[config.mk]
export PLATFORM = sky130hd
export DESIGN_NAME = scene_sequencer
export DESIGN_NICKNAME = d
export VERILOG_FILES = /design/src/rtl/scene_pkg.sv /design/src/rtl/fade_step_counter.sv /design/src/rtl/scene_sequencer.sv
export SDC_FILE = /design/constraint.sdc
export NUM_CORES = 1
export LEC_CHECK = 0
export ABC_AREA = 1
export CAP_MARGIN = 25
export CORE_UTILIZATION = 35
export CTS_CLUSTER_DIAMETER = 60
export DETAILED_ROUTE_END_ITERATION = 10
export HOLD_SLACK_MARGIN = 0.1
export MAX_ROUTING_LAYER = met4
export PLACE_DENSITY = 0.53
export SLEW_MARGIN = 30
export SYNTH_ARGS = -nofsm -noshare
export SYNTH_HDL_FRONTEND = slang
export SYNTH_SLANG_ARGS = --single-unit
[constraint.sdc]
create_clock -name clk -period 6.9 [get_ports clk]
set_clock_uncertainty 0.1 [all_clocks]
set_input_delay 0.69 -clock clk [delete_from_list [all_inputs] [get_ports clk]]
set_output_delay 0.69 -clock clk [all_outputs]
set_load 0.005 [all_outputs]
[src/rtl/scene_pkg.sv]
// scene_pkg: shared phase encoding, widths and per-scene hold lengths for the scene sequencer.
package scene_pkg;
  localparam int SCENE_W = 3;
  localparam int FADE_W  = 2;
  typedef enum logic [1:0] {
    PH_FADE_IN  = 2'd0,
    PH_HOLD     = 2'd1,
    PH_FADE_OUT = 2'd2
  } phase_e;
  // Frames each scene holds at full brightness; index 0 is the rightmost entry.
  localparam logic [7:0][7:0] HOLD_LEN = {8'd200, 8'd90, 8'd30, 8'd120, 8'd60, 8'd0, 8'd1, 8'd4};
  function automatic logic [7:0] hold_last(input logic [SCENE_W-1:0] id);
    return (HOLD_LEN[id] == 8'd0) ? 8'd0 : HOLD_LEN[id] - 8'd1;
  endfunction
endpackage

[src/rtl/fade_step_counter.sv]
// fade_step_counter: prescaler counting enabled ticks modulo STEPS, flagging the wrapping tick.
module fade_step_counter #(
  parameter int STEPS = 8
) (
  input  logic clk,
  input  logic rst_n,
  input  logic en_i,
  input  logic clr_i,
  output logic wrap_o
);
  localparam int W = (STEPS > 1) ? $clog2(STEPS) : 1;
  logic [W-1:0] cnt_q, cnt_d;
  assign wrap_o = en_i && (cnt_q == W'(STEPS - 1));
  always_comb cnt_d = clr_i ? '0 : en_i ? (wrap_o ? '0 : cnt_q + 1'b1) : cnt_q;
  always_ff @(posedge clk or negedge rst_n)
    if (!rst_n) cnt_q <= '0;
    else        cnt_q <= cnt_d;
endmodule

[src/rtl/scene_sequencer.sv]
// scene_sequencer: rotates demo scenes through fade-in, hold and fade-out phases on frame ticks.
module scene_sequencer
  import scene_pkg::*;
#(
  parameter int NUM_SCENES       = 8,
  parameter int FADE_STEP_FRAMES = 8
) (
  input  logic               clk,
  input  logic               rst_n,
  input  logic               frame_tick,
  input  logic               pause,
  input  logic               skip,
  output logic [SCENE_W-1:0] scene_id,
  output logic [1:0]         phase,
  output logic [FADE_W-1:0]  fade,
  output logic [7:0]         scene_frame,
  output logic               scene_start,
  output logic               loop_done
);
  logic [SCENE_W-1:0] scene_q, scene_d;
  phase_e             phase_q, phase_d;
  logic [FADE_W-1:0]  fade_q, fade_d;
  logic [7:0]         frame_q, frame_d, hold_q, hold_d;
  logic               start_q, start_d, loop_q, loop_d, pend_q, pend_d;
  logic               act, skip_now, wrap, step_en, step_clr, adv;

  assign act      = frame_tick && !pause;
  assign skip_now = skip || pend_q;
  assign step_en  = act && (phase_q != PH_HOLD);

  fade_step_counter #(.STEPS(FADE_STEP_FRAMES)) u_step (
    .clk   (clk),
    .rst_n (rst_n),
    .en_i  (step_en),
    .clr_i (step_clr),
    .wrap_o(wrap)
  );

  always_comb begin
    scene_d  = scene_q;
    phase_d  = phase_q;
    fade_d   = fade_q;
    frame_d  = frame_q;
    hold_d   = hold_q;
    start_d  = 1'b0;
    loop_d   = 1'b0;
    step_clr = 1'b0;
    adv      = 1'b0;
    pend_d   = act ? 1'b0 : (pend_q || skip);
    if (act) begin
      frame_d = (frame_q == 8'hFF) ? frame_q : frame_q + 8'd1;
      if (phase_q == PH_FADE_IN && skip_now && fade_q == '0) begin
        adv = 1'b1;
      end else if (phase_q != PH_FADE_OUT && skip_now) begin
        phase_d  = PH_FADE_OUT;
        step_clr = 1'b1;
      end else if (phase_q == PH_FADE_IN && wrap) begin
        fade_d = fade_q + 1'b1;
        if (fade_q == 2'd2) begin
          phase_d = PH_HOLD;
          hold_d  = 8'd0;
        end
      end else if (phase_q == PH_HOLD) begin
        if (hold_q == hold_last(scene_q)) begin
          phase_d  = PH_FADE_OUT;
          step_clr = 1'b1;
        end else begin
          hold_d = hold_q + 8'd1;
        end
      end else if (phase_q == PH_FADE_OUT && wrap) begin
        fade_d = fade_q - 1'b1;
        adv    = (fade_q == 2'd1);
      end
    end
    // Scene advance overrides whatever the phase logic chose above.
    if (adv) begin
      loop_d   = (scene_q == SCENE_W'(NUM_SCENES - 1));
      scene_d  = loop_d ? '0 : scene_q + 1'b1;
      phase_d  = PH_FADE_IN;
      fade_d   = '0;
      frame_d  = 8'd0;
      hold_d   = 8'd0;
      start_d  = 1'b1;
      step_clr = 1'b1;
    end
  end

  always_ff @(posedge clk or negedge rst_n) begin
    if (!rst_n) begin
      scene_q <= '0;
      phase_q <= PH_FADE_IN;
      fade_q  <= '0;
      frame_q <= 8'd0;
      hold_q  <= 8'd0;
      start_q <= 1'b0;
      loop_q  <= 1'b0;
      pend_q  <= 1'b0;
    end else begin
      scene_q <= scene_d;
      phase_q <= phase_d;
      fade_q  <= fade_d;
      frame_q <= frame_d;
      hold_q  <= hold_d;
      start_q <= start_d;
      loop_q  <= loop_d;
      pend_q  <= pend_d;
    end
  end

  assign scene_id    = scene_q;
  assign phase       = phase_q;
  assign fade        = fade_q;
  assign scene_frame = frame_q;
  assign scene_start = start_q;
  assign loop_done   = loop_q;
endmodule

==> impl_metrics.json <==
{
  "grt-ovfl-total": 0,
  "grt_first_pass_wirelength_um": 8350,
  "num_vias": 1988,
  "clk-insertion-delay-late_ns": 0.28,
  "synth-compound-area-share_pct": 6.04,
  "place_hpwl_um": 3650,
  "synth-xor-area-share_pct": 1.98,
  "die_area_mm2": 0.00666,
  "wire_per_inst_um": 11.4,
  "crit_chain": "clkdlybuf4s50_1 -> inv_1 -> nor2_2 -> nand2_1 -> nor2_1 -> nand3_1 -> nand2_1 -> nand2_1 -> inv_1 -> nor2_2 -> nand2_1 -> nor2_1 -> nor3_2 -> nand3_2 -> nand2_1 -> inv_1",
  "synth_top_family_by_area": "simple AND/OR/NAND/NOR gates",
  "p_per_area_mw_per_mm2": 258,
  "rows": 28,
  "cp_slowest_cell": "clkdlybuf4s50_1",
  "antenna_left": 0,
  "clk_pin_slew_ns": 0.07,
  "setup_violations": 0,
  "crit_top_cell": "nand2_1",
  "cp.buffers_inverters": 4,
  "timing.slew.headroom_pct": 69.8,
  "clock.fmax_mhz": 310,
  "cts_resized": 0,
  "rsz0062_at_grt": "false",
  "root_buffer": "clkbuf_8",
  "cts_made_buffers": 5,
  "htree_levels": 2,
  "post_cts_buffers": 0,
  "fillers": 660,
  "grt_usage_pct": 16.9,
  "cts_tree": "done",
  "drive_above_1_share_pct": 7.85,
  "vias_per_cell": 4.74,
  "peakVddDrop_mv": 0.138,
  "gp_congestion": 0.814,
  "use_met3_pct": 2.33,
  "critical_path.top_delay_family": "simple AND/OR/NAND/NOR gates",
  "drv_slew": 0,
  "ys_ff_latch": 29,
  "diodes": 0,
  "finalHoldViolations": 0,
  "hp-class": "reg2reg",
  "synthSimpleGateAreaFrac_pct": 41.4,
  "slowest_delay_ns": 0.45,
  "p_leak_nw": 1.39,
  "cp-start-kind": "input port",
  "drt_iter0_drc": 81,
  "final_common_cell": "nand2_1",
  "arrival_ns": 3.30,
  "grt_max_degree": 30,
  "path_class": "in2reg",
  "clock_sink_count": 29,
  "power_mw": 0.665,
  "outcome": "completed",
  "port_buffers": 21,
  "synth_fa_ha_area_share_pct": 7.90,
  "totalWireLength_um": 4800,
  "most-common-layout-cells": "98 x nand2_1, 47 x inv_1, 33 x nor2_1",
  "path_max_fanout": 12,
  "antenna_found_initial": 0,
  "crit_required_ns": 6.98,
  "fp.dieW_um": 81.6,
  "avgSynthCellArea_um2": 6.97,
  "synth_area_mm2": 0.00222,
  "post-synth-top-area-cell": "dfrtp_1",
  "post-route-period-util_pct": 46.7,
  "syn_inst": 318,
  "use_met1_pct": 23.0,
  "cap_viol_max_count": 0,
  "start_util_pct": 36.8,
  "cts_hold_buf": 0,
  "syn_nets": 337,
  "die_h_um": 81.6,
  "synth_top_area_share_pct": 32.7,
  "ys_seq_area_share_pct": 32.7,
  "drt_first_pass_iters": 4,
  "nets": 362,
  "syn2layout_area_growth_pct": 16.3,
  "grt_pass1_vias": 1833,
  "drc": 0,
  "worstMarginPinSlew_ns": 0.449,
  "ios": 22,
  "ys_types": 34,
  "synthMuxAreaShare_pct": 0,
  "critPathCaptureType": "register",
  "top_usage_layer": "met2",
  "synthTopCellsByArea": "dfrtp_1 33%, nand2_1 17%, inv_1 8.0%",
  "core-area_mm2": 0.00603,
  "fin_setup_tns_ns": 0,
  "globalRouteMet2Util_pct": 25.3,
  "clock_path_buffers": 2,
  "ys_warn_count": 0,
  "fin_crit_ns": 3.22
}
[path summary, 6_finish.rpt]
path | start | end | slack (ns) | depth (start not counted)
hold reg to reg | phase[1]$_DFFE_PN0P_ | phase[1]$_DFFE_PN0P_ | 0.42 | 2
hold / removal | phase[1]$_DFFE_PN0P_ | phase[1]$_DFFE_PN0P_ | 0.42 | 2
setup reg to reg | u_step.cnt_q[0]$_DFFE_PN0P_ | phase[0]$_DFFE_PN0P_ | 4.22 | 14
min in group asynchronous | rst_n | u_step.cnt_q[0]$_DFFE_PN0P_ | 0.69 | 2
max in group asynchronous | rst_n | scene_id[0]$_DFFE_PN0P_ | 5.72 | 2
setup / recovery | frame_tick | u_step.cnt_q[2]$_DFFE_PN0P_ | 3.68 | 16
[synth_stat cells]
| library cell | number |
|---|---|
| o21bai_1 | 1 |
| buf_2 | 1 |
| nor2_1 | 33 |
| o211ai_1 | 1 |
| nor2_2 | 3 |
| o22ai_1 | 1 |
| clkbuf_1 | 1 |
| nor3_1 | 5 |
| nand2_1 | 98 |
| o21ai_0 | 11 |
| dfrtp_1 | 29 |
| a21oi_1 | 4 |
| a21o_1 | 1 |
| inv_1 | 47 |
| o21a_1 | 2 |
| xor2_1 | 4 |
| ha_1 | 14 |
| nor2_4 | 2 |
| nand2_2 | 3 |
| nand3b_2 | 1 |
| inv_6 | 1 |
| nand3_4 | 2 |
| and3_1 | 1 |
| nand3_1 | 26 |
| a221oi_1 | 1 |
| a31oi_1 | 1 |
| inv_2 | 1 |
| xnor2_1 | 1 |
| nand3_2 | 5 |
| nor3_2 | 1 |
| nand3b_1 | 1 |
| nand4_1 | 11 |
| nand2_4 | 2 |
| buf_6 | 2 |
[power breakdown]
part,switching [mW],internal (mW),leakage [nW]
combinational,0.160,0.129,0.994
sequential,0.0355,0.206,0.353
clock,0.0631,0.0715,0.0395
total,0.259,0.407,1.39
[kinds of logic after synthesis]
| logic type | count (synthesis) |
|---|---|
| fa+ha+maj | 14 |
| buf+inv | 53 |
| flops | 29 |
| simple gates | 194 |
| compound gates | 23 |
| xor+xnor | 5 |
[worst min-delay path, cell delays in order, from the launching register on]
cell and delay, ns:
dfrtp_1 0.37, nand2_1 0.06, nand2_1 0.05
[metal layers]
metal	share of wire, %	wire (um)
met1	51	2450
met2	44	2130
met3	2.8	133
met4	1.7	82
met5	0	0
[metrics by stage]
step,hold slack (ns),setup WS [ns],utilization (%),std cells,area [um2]
final,0.415,3.68,42.8,419,2580
after detailed placement,0.406,3.37,41.4,411,2500
after CTS,0.421,3.67,42.8,419,2580
after global placement,0.399,3.46,41.4,411,2500
after floorplan,0.294,4.55,-,318,2220
after global routing,0.439,3.37,42.8,419,2580
[state kept, by name, summed over array words and instances (netlist names)]
register	cells
scene_frame	8
hold_q	8
loop_done	1
pend_q	1
scene_id	3
scene_start	1
u_step.cnt_q	3
phase	2
fade	2
[final cells by class]
type / instances / area, um2 / share of cell area (%)
clock buffer: 8 / 80.1 / 3.11
inverter: 49 / 189 / 7.33
multi-input combinational: 236 / 1270 / 49.3
sequential: 29 / 726 / 28.2
tap: 75 / 93.8 / 3.64
timing repair buffer: 22 / 218 / 8.45
(Power assumes the default switching activity.)
==> variant 1: new RTL, same settings <==
Register the output `scene_frame` once more, with the module's reset; this adds one clock of latency there. The other outputs are not delayed to match.
--- a/src/rtl/scene_sequencer.sv
+++ b/src/rtl/scene_sequencer.sv
@@ -110,7 +110,13 @@
   assign scene_id    = scene_q;
   assign phase       = phase_q;
   assign fade        = fade_q;
-  assign scene_frame = frame_q;
+  always_ff @(posedge clk or negedge rst_n) begin
+    if (!rst_n) begin
+      scene_frame <= '0;
+    end else begin
+      scene_frame <= frame_q;
+    end
+  end
   assign scene_start = start_q;
   assign loop_done   = loop_q;
 endmodule
Check against the original RTL: not equivalent (Yosys sat finds a counterexample within 4 cycles, from zero or initial values and one cycle with rst_n low).
==> variant 1 against the original RTL <==
  * Via count hardly changed
  * Power increased by 50%
  * Setup slack worse by 0.028 ns
  * Area after synthesis up 6.6%
  * Sequential cell count is 8 higher
  * Routed wire length fell by 0.10%
  * Final area rose by 5.4%
  * Sequential power is 45% higher
==> variant 1: results (changes against the original RTL) <==
** Pwr
- Peak supply drop :: 149.9 µV (+9.0%)
- The power attributed to combinational cells was 500 µW (+72%).
- The leakage power was 1.360 nW (-1.9%).
- The part of the total power dissipated in the clock network is 14.9% (-5.3 points).
- Proportion of total power due to net switching :: 42.99% (+4.1 points)
- The share of total power in sequential cells is 35.0% (-1.2 points).

** GRT
- Global-route wire length before repair :: 8438 µm (+1.1%)
- Met2 track demand over resource :: 24.74% (-0.51 points)
- GR met1 Demand/Resource :: 19.42% (-3.6 points)
- Number of global-route vias before repair :: 1893 (+3.3%)
- The maximum number of pins on one net before global-route repair was 38 (+27%).

** Outcome
- The run finished with clean final reports.

** Hold path
- The cell depth of the worst hold path was 0 (-2).
- Hold Startpoint :: frame_q[7]$_DFFE_PN0P_
- In this run the worst hold path is classified as flop to flop.
- The worst hold path terminates at scene_frame[7]$_DFF_PN0_.

** Route
- Met3 wire length :: 127 µm (-4.5%)
- The wire length reported by the detailed router was 4792 µm (-0.10%).
- The met2 wire length is 2256 µm (+5.9%).
- Total number of vias :: 1989 (+0.050%)

** Placement
- The post-placement worst setup slack is 3.359 ns (-0.01211 ns).
- The count of placed standard cells including taps came to 406 (-1.2%).
- The HPWL after detailed placement is 3640 µm (-0.33%).

** Layout
- The ratio of cells with drive above 1 in the final layout came to 9.199% (+1.3 points).
- The number of nets at the end of the flow is 355 (-1.9%).
- Fillcell total :: 652 (-1.2%)

** Worst setup path
- The number of cells on the worst reg-to-reg path came to 16 (+2).
- Slack of the worst reg-to-reg path :: 4.14 ns (-0.08 ns)
- Crit Reg-Reg Startpoint :: scene_id[0]$_DFFE_PN0P_
- The maximum fanout encountered on the critical timing path is 19 (+7).
- The data arrival time of the worst path is 3.32 ns (+0.02 ns).
- The largest individual stage delay along the critical path comes from the cell nor2_1.

** Timing
- Measured slew at the worst slew-check pin :: 0.8206 ns (+0.3716 ns)
- The maximum achievable frequency is 0.3077 GHz (-0.85%).

** Synth
- Sequential element share of the synthesized area :: 39.17% (+6.4 points)
- The net count of the mapped netlist was 332 (-1.5%).
- Synth area leaders :: dfrtp_1, nand2_1, ha_1

** Clock network
- The count of H-tree levels built during CTS was 2 (unchanged).
## variant 1: cell count changes in the layout (fill, tap and decap cells not counted), sizes merged, moves of 3 or more
cell,before,now
inv,49,46
nor2,38,32
nand3,33,37
nand4,11,7
a21oi,4,10
o21ai,11,17
dfrtp,29,37
nand2,103,87
## variant 1: how the worst max path moves through the flow
stage,start,end,depth (start not counted)
2_1_floorplan,scene_id[0]$_DFFE_PN0P_,hold_q[6]$_DFFE_PN0P_,15
3_3_place_gp,frame_tick,frame_q[4]$_DFFE_PN0P_,11
3_5_place_dp,frame_tick,frame_q[4]$_DFFE_PN0P_,11
4_1_cts,frame_tick,frame_q[4]$_DFFE_PN0P_,11
5_1_grt,frame_tick,frame_q[5]$_DFFE_PN0P_,13
6_report,frame_tick,frame_q[4]$_DFFE_PN0P_,11
## variant 1: cells by family (layout without fill, tap and decap cells)
logic type,Yosys count,count (layout),synth area share (%)
simple gates,172,172,34.14
buf+inv,51,75,8.894
flops,37,37,39.17
compound gates,34,34,8.365
fa+ha+maj,14,14,7.411
xor+xnor,3,3,1.112
mux,2,2,0.8999
## variant 1: area by class of cell
cell class	count	area (µm²)	area share [%]
Timing Repair Buffer	21	205.2	7.551
Clock buffer	6	72.57	2.670
Tap cell	77	96.34	3.545
Multi-Input combinational cell	225	1227	45.17
Sequential cell	37	925.9	34.07
Inverter	46	175.2	6.446
Clock inverter	2	15.01	0.5525
## variant 1: worst register-to-register path, stage by stage (launching register included)
cell     delay, ns
dfrtp_1       0.46
ha_1          0.32
inv_1         0.09
ha_1          0.33
nand4_4       0.26
nand2_1       0.12
nand2_1       0.05
nand2_1       0.05
nand2_1       0.05
nor2_1        0.11
nand2_1       0.08
nor2_2        0.16
nand3_2       0.12
nand2_4       0.12
nand2_4       0.09
nand3_1       0.09
nand2_1       0.06
==> variant 2: new RTL, same settings <==
Without the edit above. The parameter `FADE_STEP_FRAMES` goes from 8 to 16.
--- a/src/rtl/scene_sequencer.sv
+++ b/src/rtl/scene_sequencer.sv
@@ -3,7 +3,7 @@
   import scene_pkg::*;
 #(
   parameter int NUM_SCENES       = 8,
-  parameter int FADE_STEP_FRAMES = 8
+  parameter int FADE_STEP_FRAMES = 16
 ) (
   input  logic               clk,
   input  logic               rst_n,
Check against the original RTL: not equivalent (a bounded check fails within 10 cycles, from zero or initial values and one cycle with rst_n low).
==> variant 2 against the original RTL <==
  * Setup slack better by 0.12 ns
  * Power up 15%
  * Cell count up 0.24%
  * Global-route usage shrank 0.57 points
  * Highest routed layer unchanged
  * Area after synthesis grew 1.9%
  * Count of clock-buffer cells in the layout down 3
  * Final area increased by 2.5%
  * Routed wire length is 1.3% lower
  * Sequential power rose by 8.3%
  * Largest cell class unchanged
  * Sequential cell count increased by 1
==> variant 2: results (changes against the original RTL) <==
** GRT
- Global-route wire length before repair :: 8197 µm (-1.8%)
- Number of global-route vias before repair :: 1911 (+4.3%)
- The maximum number of pins on one net before global-route repair was 31 (+3.3%).
- Overall Global Routing Usage :: 16.35% (-0.57 points)
- The global-route met1 utilization is 19.26% (-3.7 points).
- The met2 demand-to-capacity share in global routing was 27.85% (+2.6 points).

** Placement
- The HPWL after detailed placement is 3596 µm (-1.5%).
- Minimum setup slack after placement :: 3.481 ns (+0.1099 ns)
- The count of placed standard cells including taps was 412 (+0.24%).
- Area after DPL :: 2534 µm² (+1.5%)
- Final Wtd Congestion :: 0.8270 (+1.6%)

** Timing
- Measured slew at the worst slew-check pin :: 0.4430 ns (-0.006000 ns)
- The final-layout worst hold slack is 0.4304 ns (+0.01534 ns).
- The post-route clock period utilization was 44.97% (-1.7 points).

** Worst setup path
- Crit Reg-Reg Startpoint :: scene_id[0]$_DFFE_PN0P_
- Slack of the worst reg-to-reg path :: 4.10 ns (-0.12 ns)
- Data arrival time of the worst path :: 3.18 ns (-0.12 ns)
- The maximum fanout encountered on the critical timing path came to 22 (+10).
- Worst reg2reg endpoint :: hold_q[1]$_DFFE_PN0P_
- In this run the worst setup path terminates at scene_frame[7]$_DFFE_PN0P_.

** Pwr
- The power attributed to combinational cells was 330 µW (+14%).
- Power in the clock group :: 173 µW (+28%)
- The maximum vdd drop came to 131.3 µV (-4.6%).

** Route
- Initial detailed-routing violation count :: 64 (-21%)
- Per-cell via count in the routed design :: 4.755 (+0.21%)
- The met1 wire length is 2315 µm (-5.6%).
- Average routed wire per standard cell :: 11.28 µm (-1.5%)
- Met2 wire len :: 2252 µm (+5.7%)

** Synth
- Top cell types by occurrence after synthesis :: nand2_1, inv_1, nand3_1
- Netlist cell types :: 32 (-5.9%)
- Synth area leaders :: dfrtp_1, nand2_1, inv_1

** Hold path
- The worst hold path terminates at scene_frame[3]$_DFFE_PN0P_.
- The cell depth of the worst hold path is 1 (-1).
- Hold Startpoint :: scene_frame[3]$_DFFE_PN0P_

** Outcome
- The flow ran to the end, and the final reports show no timing, DRC or antenna violations.

** Layout
- Layout net count :: 362 (unchanged)
[variant 2: worst register-to-register path, cell delays in order, from the launching register on]
cell and delay (ns):
dfrtp_1 0.47, ha_1 0.30, ha_1 0.24, inv_1 0.16, nand2_1 0.09, nor2_2 0.15
nand2_4 0.13, nand3_1 0.11, nand2_1 0.05, inv_1 0.04, nand2_1 0.06, nor2_2 0.13
nand3_2 0.14, o21ai_4 0.31, nor2_2 0.10, nand2_1 0.08, nand2_1 0.05
[variant 2: layout make-up]
type / count / area (µm²)
multi-input combinational: 234 / 1275
inverter: 51 / 196.4
tap: 75 / 93.84
sequential: 30 / 750.7
clock buffer: 5 / 68.82
timing repair buffer: 22 / 217.7
fill: 618 / 3418
clock inverter: 3 / 40.04
[variant 2: cell families after synthesis]
logic type,share of synthesized area (%)
XOR/XNOR,1.938
flip-flops,33.22
adder cells (fa/ha/maj),7.198
AO/OA/AOI/OAI,8.528
multiplexers,0.4430
buffers and inverters,10.35
AND/OR/NAND/NOR,38.32
